File: config.mk
export PLATFORM = sky130hd
export DESIGN_NAME = light_tx_scheduler
export DESIGN_NICKNAME = d
export VERILOG_FILES = /design/src/rtl/light_tx_scheduler_pkg.sv /design/src/rtl/light_tx_scheduler_rr_arbiter.sv /design/src/rtl/light_tx_scheduler.sv
export SDC_FILE = /design/constraint.sdc
export NUM_CORES = 1
export LEC_CHECK = 0
export CAP_MARGIN = 10
export CORE_MARGIN = 2
export CORE_UTILIZATION = 56
export DETAILED_ROUTE_END_ITERATION = 10
export DONT_BUFFER_PORTS = 1
export HOLD_SLACK_MARGIN = 0.02
export PLACE_DENSITY_LB_ADDON = 0.1
export SYNTH_ARGS = -nofsm -noshare
export SYNTH_HDL_FRONTEND = slang
export SYNTH_SLANG_ARGS = --single-unit
File: constraint.sdc
create_clock -name clock -period 2.2 [get_ports clock]
set_input_delay 0.33 -clock clock [delete_from_list [all_inputs] [get_ports clock]]
set_output_delay 0.33 -clock clock [all_outputs]
set_load 0.005 [all_outputs]
File: src/rtl/light_tx_scheduler_pkg.sv
// Shared definitions for the optical transmit scheduler: state encoding and defaults.
// No logic of its own; latency not applicable.
// No flow control; constants and types only.
package light_tx_scheduler_pkg;

  localparam int PACKET_SIZE_DEF   = 8;
  localparam int TX_GAP_CYCLES     = 4;
  localparam int TX_TIMEOUT_CYCLES = 64;

  typedef enum logic [1:0] {
    ST_IDLE = 2'd0,
    ST_SEND = 2'd1,
    ST_GAP  = 2'd2
  } tx_state_t;

  // Index width for n requesters, never narrower than one bit.
  function automatic int id_width(input int n);
    return (n > 1) ? $clog2(n) : 1;
  endfunction

endpackage

File: src/rtl/light_tx_scheduler_rr_arbiter.sv
// Round-robin pick: first set request scanning upward from the pointer, with wrap.
// Combinational winner; pointer moves on the edge where accept_i is high.
// No backpressure; the caller decides when a pick is consumed via accept_i.
module light_tx_scheduler_rr_arbiter
  import light_tx_scheduler_pkg::*;
#(
  parameter int NUM_REQ = 4,
  localparam int IDW = id_width(NUM_REQ)
) (
  input  logic               clock,
  input  logic               reset,
  input  logic [NUM_REQ-1:0] req_i,
  input  logic               accept_i,
  output logic               vld_o,
  output logic [IDW-1:0]     idx_o
);

  logic [IDW-1:0] ptr_q;
  logic [IDW-1:0] ptr_d;
  logic [IDW-1:0] cand;

  // base + off modulo NUM_REQ; off never exceeds NUM_REQ so one subtraction suffices.
  function automatic logic [IDW-1:0] wrap_add(input logic [IDW-1:0] base, input int off);
    int s;
    s = int'(base) + off;
    if (s >= NUM_REQ) s = s - NUM_REQ;
    return IDW'(s);
  endfunction

  // Scan downward in distance so the closest set bit after the pointer is the last writer.
  always_comb begin
    vld_o = 1'b0;
    idx_o = '0;
    cand  = '0;
    for (int k = NUM_REQ - 1; k >= 0; k--) begin
      cand = wrap_add(ptr_q, k);
      if (req_i[cand]) begin
        vld_o = 1'b1;
        idx_o = cand;
      end
    end
  end

  // Pointer lands just past the accepted winner so it gets lowest priority next round.
  always_comb begin
    ptr_d = ptr_q;
    if (accept_i) ptr_d = wrap_add(idx_o, 1);
  end

  // Pointer register.
  always_ff @(posedge clock) begin
    if (reset) ptr_q <= '0;
    else       ptr_q <= ptr_d;
  end

endmodule

File: src/rtl/light_tx_scheduler.sv
// Shares one optical encoder between NUM_REQ requesters: round-robin grant, gap, timeout.
// Grant and enc_start rise one cycle after a request is seen in IDLE.
// Requests wait (held high) while busy; the encoder cannot stall us beyond TIMEOUT_CYCLES.
module light_tx_scheduler
  import light_tx_scheduler_pkg::*;
#(
  parameter int NUM_REQ        = 4,
  parameter int PACKET_SIZE    = PACKET_SIZE_DEF,
  parameter int GAP_CYCLES     = TX_GAP_CYCLES,
  parameter int TIMEOUT_CYCLES = TX_TIMEOUT_CYCLES,
  localparam int IDW = id_width(NUM_REQ)
) (
  input  logic                           clock,
  input  logic                           reset,
  input  logic [NUM_REQ-1:0]             req,
  input  logic [NUM_REQ*PACKET_SIZE-1:0] req_data,
  output logic [NUM_REQ-1:0]             grant,
  output logic [PACKET_SIZE-1:0]         enc_data,
  output logic                           enc_start,
  input  logic                           enc_done,
  output logic                           busy,
  output logic [IDW-1:0]                 active_id,
  output logic                           timeout_err
);

  localparam int TW = $clog2(TIMEOUT_CYCLES + 1);
  localparam int GW = $clog2(GAP_CYCLES + 1);

  tx_state_t               state_q, state_d;
  logic [NUM_REQ-1:0]      grant_q, grant_d;
  logic                    enc_start_q, enc_start_d;
  logic [PACKET_SIZE-1:0]  enc_data_q, enc_data_d;
  logic [IDW-1:0]          active_id_q, active_id_d;
  logic                    timeout_err_q, timeout_err_d;
  logic [TW-1:0]           tcnt_q, tcnt_d;
  logic [GW-1:0]           gcnt_q, gcnt_d;

  logic                    arb_vld;
  logic [IDW-1:0]          arb_idx;
  logic                    arb_accept;
  logic [PACKET_SIZE-1:0]  win_pkt;

  light_tx_scheduler_rr_arbiter #(
    .NUM_REQ (NUM_REQ)
  ) u_arb (
    .clock    (clock),
    .reset    (reset),
    .req_i    (req),
    .accept_i (arb_accept),
    .vld_o    (arb_vld),
    .idx_o    (arb_idx)
  );

  // Pick the winning requester's packet slice.
  always_comb begin
    win_pkt = '0;
    for (int i = 0; i < NUM_REQ; i++) begin
      if (arb_idx == IDW'(i)) win_pkt = req_data[i*PACKET_SIZE +: PACKET_SIZE];
    end
  end

  // Next state and registered outputs; pulses default low, data/id hold.
  always_comb begin
    state_d       = state_q;
    grant_d       = '0;
    enc_start_d   = 1'b0;
    enc_data_d    = enc_data_q;
    active_id_d   = active_id_q;
    timeout_err_d = 1'b0;
    tcnt_d        = tcnt_q;
    gcnt_d        = gcnt_q;
    arb_accept    = 1'b0;
    case (state_q)
      ST_IDLE: begin
        if (arb_vld) begin
          state_d     = ST_SEND;
          grant_d     = NUM_REQ'(1) << arb_idx;
          enc_start_d = 1'b1;
          enc_data_d  = win_pkt;
          active_id_d = arb_idx;
          tcnt_d      = '0;
          arb_accept  = 1'b1;
        end
      end
      ST_SEND: begin
        // Done beats a simultaneous timeout, so no error is flagged in that case.
        if (enc_done) begin
          state_d = ST_GAP;
          gcnt_d  = '0;
        end else if (tcnt_q == TW'(TIMEOUT_CYCLES - 1)) begin
          state_d       = ST_GAP;
          gcnt_d        = '0;
          timeout_err_d = 1'b1;
        end else begin
          tcnt_d = tcnt_q + 1'b1;
        end
      end
      ST_GAP: begin
        // Requests and done are ignored here so the decoder can re-synchronise.
        if (gcnt_q == GW'(GAP_CYCLES - 1)) state_d = ST_IDLE;
        else                              gcnt_d  = gcnt_q + 1'b1;
      end
      default: state_d = ST_IDLE;
    endcase
  end

  // State and output registers; reset from any state without notifying the encoder.
  always_ff @(posedge clock) begin
    if (reset) begin
      state_q       <= ST_IDLE;
      grant_q       <= '0;
      enc_start_q   <= 1'b0;
      enc_data_q    <= '0;
      active_id_q   <= '0;
      timeout_err_q <= 1'b0;
      tcnt_q        <= '0;
      gcnt_q        <= '0;
    end else begin
      state_q       <= state_d;
      grant_q       <= grant_d;
      enc_start_q   <= enc_start_d;
      enc_data_q    <= enc_data_d;
      active_id_q   <= active_id_d;
      timeout_err_q <= timeout_err_d;
      tcnt_q        <= tcnt_d;
      gcnt_q        <= gcnt_d;
    end
  end

  assign grant       = grant_q;
  assign enc_start   = enc_start_q;
  assign enc_data    = enc_data_q;
  assign active_id   = active_id_q;
  assign timeout_err = timeout_err_q;
  assign busy        = (state_q != ST_IDLE);

endmodule

== Yosys cells after proc, flatten, opt, wreduce, memory -nomap -nowiden ==
Index checks and enable logic that the tools add are counted.

* Eq/ne operators: 13
* Bitwise operators: 3
* Reductions and logical operators: 11
* $lt $le $gt $ge: 9
* Mux-type cells: 41
* Shift-type cells: 1
* Add/sub/neg operators: 11

{| class="wikitable"
|+ Operators by type and width
! cell !! number
|-
| two-way mux 8 bit || 4
|-
| two-way mux 2 bit || 13
|-
| two-way mux 7 bit || 3
|-
| one-hot mux 7 bit (2 select lines) || 1
|-
| greater-or-equal comparator 3 bit, second input constant || 4
|-
| < comparator 2 x 3 -> 1 bit, second input constant || 4
|-
| two-way mux 1 bit || 11
|-
| != test 2 bit, second input constant || 5
|-
| subtractor 2 x 1 -> 2 bit, second input constant || 5
|-
| two-way mux 3 bit || 3
|-
| binary-select mux 1 bit (select 2 bit) || 4
|-
| adder 7 x 1 -> 7 bit, second input constant || 1
|-
| equality test 7 x 6 -> 1 bit, second input constant || 1
|-
| adder 2 x 1 -> 3 bit, second input constant || 2
|-
| adder 2 x 2 -> 3 bit, second input constant || 2
|-
| equality test 2 bit, second input constant || 3
|-
| one-hot mux 2 bit (3 select lines) || 1
|-
| one-hot mux 3 bit (2 select lines) || 1
|-
| AND reduction 3 bit || 2
|-
| nonzero test 2 bit || 3
|-
| OR reduction 3 bit || 2
|-
| equality test 2 x 1 -> 1 bit, second input constant || 2
|-
| logical NOT 2 bit || 2
|-
| AND reduction 4 bit || 1
|-
| other kinds (7) || 9
|}

* Logic and storage cells: 98
* Output and inout bits: 17
* Bits of input ports: 39
* Register bits: 30

== Depth between registers and ports, before layout ==
Gate-level depths: netlist (run 1).

* Depth in word-level cells: 14
* Mapped depth: 12
* Gate-level depth less buffers: 9

== Hierarchy ==
From an unflattened synthesis (run 1), not the netlist that was laid out.

* Cells, all modules: 168
* Area, all modules: 1542.7 µm²

{| class="wikitable"
|+ By module, submodules not included
! module !! seq. area each (µm²) !! times used !! cells an instance !! area each (µm²)
|-
| light_tx_scheduler || 560.5 || 1 || 146 || 1377.6
|-
| light_tx_scheduler_rr_arbiter || 40.0 || 1 || 22 || 165.2
|}

== Worst setup path after synthesis (run 1) ==
OpenSTA, ideal clock, no wires.

* Path type: register -> register
* Start: register u_arb.ptr_q[1]
* End: register enc_data_q[0], in the netlist enc_data[0]
* Path slack: -93 ps
* Clock period less this slack: 2293 ps
* Arrival time: 2214 ps
* Path buffers: 3
* Library setup time: 78 ps
* Cell stages (with the launch flop): 12
* Data required time: 2122 ps
* Cells stage by stage: dfxtp_1 -> buf_2 -> mux2i_1 -> nor2_1 -> nor3_2 -> inv_1 -> ha_1 -> clkbuf_1 -> clkbuf_1 -> a221oi_1 -> a211oi_1 -> nor3_1

* Word-level cells in the longest chain between the ends: 14
* Elaborated cells between the ends (all ways): 40
* Those cells by class: add/sub: 7; order compare: 4; eq/ne: 3; mux: 24; reduce/logical: 2

{| class="wikitable"
|+ Ends and longest elaborated chain
! item !! RTL line !! source
|-
| from (decl) || light_tx_scheduler_rr_arbiter.sv:18 || <nowiki>logic [IDW-1:0] ptr_q;</nowiki>
|-
| from (signal assigned) || light_tx_scheduler_rr_arbiter.sv:53 || <nowiki>else ptr_q <= ptr_d;</nowiki>
|-
| adder 2 x 2 -> 3 bit || light_tx_scheduler_rr_arbiter.sv:25 || <nowiki>s = int'(base) + off;</nowiki>
|-
| greater-or-equal comparator 3 bit / subtractor 2 x 1 -> 2 bit (equally long branches) || light_tx_scheduler_rr_arbiter.sv:26 || <nowiki>if (s >= NUM_REQ) s = s - NUM_REQ;</nowiki>
|-
| two-way mux 2 bit || light_tx_scheduler_rr_arbiter.sv:26 ||
|-
| binary-select mux 1 bit (select 2 bit) || light_tx_scheduler_rr_arbiter.sv:37 || <nowiki>if (req_i[cand]) begin</nowiki>
|-
| two-way mux 1 bit (implied by the code) || light_tx_scheduler_rr_arbiter.sv:37 ||
|-
| two-way mux 2 bit (3 in series) || light_tx_scheduler_rr_arbiter.sv:37 ||
|-
| two-way mux 2 bit * || light_tx_scheduler_rr_arbiter.sv:37 ||
|-
| via arb_idx[0] || light_tx_scheduler.sv:39 || <nowiki>logic [IDW-1:0] arb_idx;</nowiki>
|-
| logical NOT 2 bit || light_tx_scheduler.sv:58 || <nowiki>if (arb_idx == IDW'(i)) win_pkt = req_data[i*PACKET_SIZE +: PACKET_SIZE];</nowiki>
|-
| two-way mux 8 bit (3 in series) || light_tx_scheduler.sv:58 ||
|-
| two-way mux 8 bit * || light_tx_scheduler.sv:58 ||
|-
| to (signal assigned) || light_tx_scheduler.sv:122 || <nowiki>enc_data_q <= enc_data_d;</nowiki>
|-
| to (decl) || light_tx_scheduler.sv:32 || <nowiki>logic [PACKET_SIZE-1:0] enc_data_q, enc_data_d;</nowiki>
|}

The timed path passes the listed nets; every way through them passes the cells marked *. The select of a mux whose other input is x is not followed.
A chain may end at the register's enable or synchronous reset.

== Final worst setup path (run 1) ==
* Start: register u_arb.ptr_q[1]
* End: register enc_data_q[2], in the netlist enc_data[2]

The elaborated chain is that of the path after synthesis.

==> qor.yml, run 1 <==
status: "finished clean"
internal_power_mw: 0.957
drt_pass1_iterations: 4
cp_data_arrival_time_ns: 2.39
synth_nets: 235
timing.setup.tns_ns: 0
yosysMostFrequentCell: "dfxtp_1"
die_y_um: 56.9
ys_top_cells_by_count: "dfxtp_1 (30), a21oi_1 (17), nor2_1 (17)"
drc: 0
seqCellArea_um2: 604
initial_core_util_pct: 57.8
cap_viol_max_count: 0
pin_count: 56
ant_nets: 0
port_buffers: 0
power.share.combinational_pct: 34.5
r2r-start: "u_arb.ptr_q[1]"
drive_gt1_share_pct: 17.4
r2r-end: "enc_data[2]"
async_reset_ff_share_pct: 0
final_nets: 236
grt_max_degree: 31
routed_wl_um: 3660
rr_worst_depth: 10
multi_input_area_um2: 953
start_kind: "flop"
max_freq_mhz: 467
cts_root_buf: "clkbuf_4"
slew_headroom_pct: 63.8
core_area_um2: 2710
period_minus_slack_ns: 2.14
worst_slew_pin_slew_ns: 0.542
period_share_pct: 97.4
hold_depth: 1
hold_start: "reset"
vias: 1412
cts_tree: "done"
clk_latency_ns: 0.32
cp-end-kind: "flop"
peakVddDrop_v: 0.000533
synth_cell_types: 41
skew_ns: 0.00710
clkSinkCount: 30
overflow: 0
r2r_slack_ns: 0.06
synth-seq-cells: 30
p_leak_nw: 0.639
dp_slack_ns: -0.196
slew_viol_final: 0
worstHoldEndpoint: "u_arb.ptr_q[1]"
yosysTopAreaCellShare_pct: 38.4
p_switching_mw: 0.516
avgRoutedWirePerCell_um: 16.6
antenna_found_initial: 0
grt_pass1_vias: 1358
required_ns: 2.45
setup_slack_ns: 0.0578
syn_avg_cell_area_um2: 8.28
stdcell_count: 221
power.share.clock_pct: 20.3
n_antenna_cell: 0
rows: 19
yosysWarnings: 0
die_area_um2: 3230
path_clk_slew_ns: 0.10
dp.cells: 209
yosysTopAreaCell: "dfxtp_1"
h-tree-depth: 2
critPathMaxFanout: 7
gp_congestion: 0.813
setup_viol: 0
grt_pass1_wl_um: 5870
die_x_um: 56.9
clockBufferDepth: 2
power_frac_seq_pct: 45.2
grt.total_usage_pct: 23.2
sw_frac_of_total_pct: 35.0
synth_edf_count: 0
cts_buffers: 5
hp-class: "input pin to flop"
num-fill-cells: 249
synthToLayoutAreaGrowth_pct: 12.3
syn_area_um2: 1570
p_per_area_nw_per_um2: 838
hold_violations: 0
drt-vias-per-instance: 6.39
synth_sequential_area_ratio_pct: 38.4
synth_ff_type: "dfxtp_1"
netlist_instances: 189
post-dp-hpwl_um: 2560
crit_type: "flop to flop"
drt_iter0_markers: 46
synth_area_leaders: "dfxtp_1 (38%), ha_1 (5.6%), a21oi_1 (5.4%), nand3b_1 (5.3%), a221oi_1 (4.5%)"
## stage by stage
step / util [%] / cell area, um^2 / hold WS, ns / power, mW
finish: 64.9 / 1760 / 0.0579 / 1.47
global route: 64.9 / 1760 / 0.0384 / 1.57
CTS: 60.2 / 1630 / 0.0488 / 1.38
detailed placement: 57.9 / 1570 / 0.402 / 1.08
global placement: 57.9 / 1570 / 0.399 / 1.06
floorplan: - / 1570 / 0.429 / 1.01
## how the worst max path moves through the flow
stage | startpoint | to | depth (start not counted)
finish | u_arb.ptr_q[1] | enc_data[2] | 10
global route | u_arb.ptr_q[1] | enc_data[7] | 9
CTS | u_arb.ptr_q[1] | enc_data[5] | 8
detailed placement | u_arb.ptr_q[1] | enc_data[5] | 8
global placement | u_arb.ptr_q[1] | enc_data[4] | 8
floorplan | u_arb.ptr_q[1] | enc_data[2] | 12
## worst max-delay path, cell delays in order, from the launching register on
cell	delay, ns
dfxtp_4	0.41
mux2i_1	0.23
nor2_1	0.10
nor3_4	0.33
ha_4	0.22
buf_12	0.11
buf_4	0.10
a21oi_1	0.05
a221oi_1	0.28
a211oi_1	0.07
nor3_1	0.16
## layout by cell type (no fill, tap or decap), types with 3 or more instances in the layout
cell type  count
a221oi_1       6
nand3_1       10
clkbuf_4       5
a211oi_1       9
dfxtp_1       29
nand2_1        8
inv_1         11
ha_1           3
ha_4           4
buf_4          6
nand3b_1      11
a31oi_1        4
a21oi_1       14
nand2b_1       3
nor4_1         3
a21oi_2        3
nor3b_1        3
nor3_1        10
nor2_1        17
## final cells by class
| type | instances | share of cell area (%) |
|---|---|---|
| flip-flops and latches | 30 | 34.4 |
| clock buffers | 5 | 2.14 |
| inverters | 13 | 2.78 |
| clock inverters | 2 | 0.569 |
| well taps | 31 | 2.21 |
| multi-input cells | 133 | 54.2 |
| repair buffers | 7 | 3.70 |
## what timing repair did
action / CTS / global route
endpoints found under the hold margin: 0 / 0
gates resized for setup: 4 / 16
pin swaps: 0 / 5
cloned: 0 / 0
setup buffers: 0 / 5
setup endpoints to repair: 8 / 8
hold buffers: 0 / 0
## power by group through the flow
stage / clock network (mW) / registers, mW / logic, mW
after floorplan: 0 / 0.655 / 0.353
after global placement: 0 / 0.672 / 0.391
after CTS: 0.307 / 0.663 / 0.411
after detailed placement: 0 / 0.675 / 0.403
after global routing: 0.333 / 0.675 / 0.567
final: 0.299 / 0.666 / 0.509
## kinds of logic (layout without fill, tap and decap cells)
family / after synthesis / count (layout) / synth area share, %
muxes: 1 / 1 / 0.640
adders and majority gates: 7 / 7 / 5.60
and+or+nand+nor: 76 / 76 / 27.0
buffers and inverters: 26 / 27 / 6.71
AOI/OAI and AO/OA: 49 / 49 / 21.7
DFF: 30 / 30 / 38.4
## metal layers
metal | routed length [um] | global-route usage (%) | vias to the layer above
li1 | - | - | 694
met5 | 0 | 0 | -
met1 | 1480 | 27.5 | 657
met4 | 48 | 8.97 | 0
met2 | 1920 | 40.0 | 57
met3 | 217 | 5.99 | 4
## sequential cells by signal, summed over array words and instances (netlist names)
signal / flops
gcnt_q: 3
tcnt_q: 7
timeout_err: 1
active_id: 2
state_q: 2
u_arb.ptr_q: 2
enc_data: 8
enc_start: 1
grant: 4
Power figures use the tool's default switching activity.
==> run 2, diff against run 1 <==
--- a/config.mk
+++ b/config.mk
@@ -11,7 +11,7 @@
 export DETAILED_ROUTE_END_ITERATION = 10
 export DONT_BUFFER_PORTS = 1
 export HOLD_SLACK_MARGIN = 0.02
-export PLACE_DENSITY_LB_ADDON = 0.1
+export PLACE_DENSITY = 0.75
 export SYNTH_ARGS = -nofsm -noshare
 export SYNTH_HDL_FRONTEND = slang
 export SYNTH_SLANG_ARGS = --single-unit
==> run 2 against run 1 <==
  * Critical path depth decreased by 1
  * Utilization decreased by 1.7 points
  * Clock-buffer cell count increased by 2
  * Clock skew increased by 0.0023 ns
  * Critical endpoint is now enc_data[1]
==> qor.yml, run 2 (synthesized netlist as in run 1, its figures left out) <==
status: "finished clean"
port_buffers: 0
final_nets: 234
drive_gt1_share_pct: 13.8
clockBufferDepth: 2
crit_chain: "mux2i_1 > nor2_1 > nor3_4 > buf_4 > ha_4 > a21oi_1 > a221oi_1 > a211oi_1 > nor3_1"
crit_type: "flop to flop"
clkSinkCount: 30
h-tree-depth: 2
highest_layer: "met4"
period_share_pct: 92.5
postCtsHoldBufs: 0
pin_count: 56
overflow: 0
cp_data_arrival_time_ns: 2.28
layout_commonest_cell: "dfxtp_1"
setup_viol: 0
drt_iter0_markers: 49
path_clk_slew_ns: 0.10
p_switching_mw: 0.509
hold_ws_ns: 0.0655
power.share.clock_pct: 23.2
internal_power_mw: 0.974
hp-class: "input pin to flop"
largest_reg_flops: 8
cts_root_buf: "clkbuf_4"
synthToLayoutAreaGrowth_pct: 9.43
p_leak_nw: 0.626
rows: 19
max_stage_delay_ns: 0.39
cts_buffers: 5
p_per_area_nw_per_um2: 866
n_antenna_cell: 0
antenna_found_initial: 0
slew_headroom_pct: 64.2
crit_buf_inv: 1
grt_pass1_wl_um: 5850
peakVddDrop_v: 0.000640
clk_latency_ns: 0.32
drt-vias-per-instance: 6.43
required_ns: 2.44
grt_max_degree: 31
drc: 0
ant_nets: 0
start_kind: "flop"
die_area_um2: 3230
core_area_um2: 2710
drt_pass1_iterations: 4
initial_core_util_pct: 57.8
wl_met3_um: 257
worst_slew_pin_slew_ns: 0.533
cap_viol_max_count: 0
power.share.combinational_pct: 32.1
post-dp-hpwl_um: 2540
routed_wl_um: 3630
post-route-util_pct: 63.2
critical-path-slowest-cell: "dfxtp_2"
critPathMaxFanout: 16
skew_ns: 0.00940
die_x_um: 56.9
max_freq_mhz: 491
finalPower_mw: 1.48
period_minus_slack_ns: 2.04
slew_viol_final: 0
sw_frac_of_total_pct: 34.3
vias: 1414
hold_violations: 0
critPathTopFamily: "compound AO/OA/AOI/OAI gates"
avgRoutedWirePerCell_um: 16.5
timing.setup.tns_ns: 0
gp_congestion: 0.784
cp-end-kind: "flop"
met1Wirelength_um: 1530
cts_tree: "done"
wl_met2_um: 1810
die_y_um: 56.9
final_cell_mix: "dfxtp_1 (29), a21oi_1 (17), nor2_1 (17), inv_1 (12), nand3b_1 (11)"
grt_pass1_vias: 1337
grt.total_usage_pct: 23.1
power_frac_seq_pct: 44.7
[run 2: changes by cell type in the layout (fill, tap and decap cells not counted), sizes merged]
cell	previous run	this run
clkbuf	5	7
clkinv	2	1
buf	7	5
[run 2: layer usage]
layer | vias to the layer above | track usage (%)
met1 | 661 | 28.1
met4 | 0 | 8.97
met5 | - | 0
li1 | 692 | -
met2 | 57 | 38.4
met3 | 4 | 6.68
[run 2: stage by stage]
stage	cell area (um^2)	std cells	worst slack [ns]
global route	1710	220	-0.00189
finish	1710	220	0.164
detailed placement	1580	210	-0.191
global placement	1580	210	-0.0988
CTS	1650	218	0.00648
floorplan	1570	189	0.0143
[run 2: final timing paths]
kind | from | to | slack (ns) | cells past startpoint
worst max register to register | u_arb.ptr_q[1] | enc_data[1] | 0.16 | 9
worst min register to register | active_id[1] | active_id[1] | 0.48 | 2
worst max-delay path | u_arb.ptr_q[1] | enc_data[1] | 0.16 | 9
worst min-delay path | reset | state_q[0] | 0.07 | 1
[run 2: cell type report]
class                   instances  area [um^2]
clock buffers                   7         55.1
clock inverters                 1         5.00
fillers                       242          997
inverters                      13         48.8
multi-input cells             133          926
flip-flops and latches         30          602
well taps                      31         38.8
repair buffers                  5         37.5
[run 2: power by group through the flow]
stage	Sequential, mW	Combinational, mW	Clock (mW)
finish	0.663	0.476	0.344
global route	0.672	0.527	0.376
CTS	0.662	0.422	0.354
detailed placement	0.674	0.413	0
global placement	0.672	0.396	0
floorplan	0.655	0.353	0
[run 2: repair_timing]
item | CTS | global route
endpoints found under the setup margin | 8 | 8
buffers inserted | 0 | 2
resized for setup | 3 | 8
pin swaps | 0 | 1
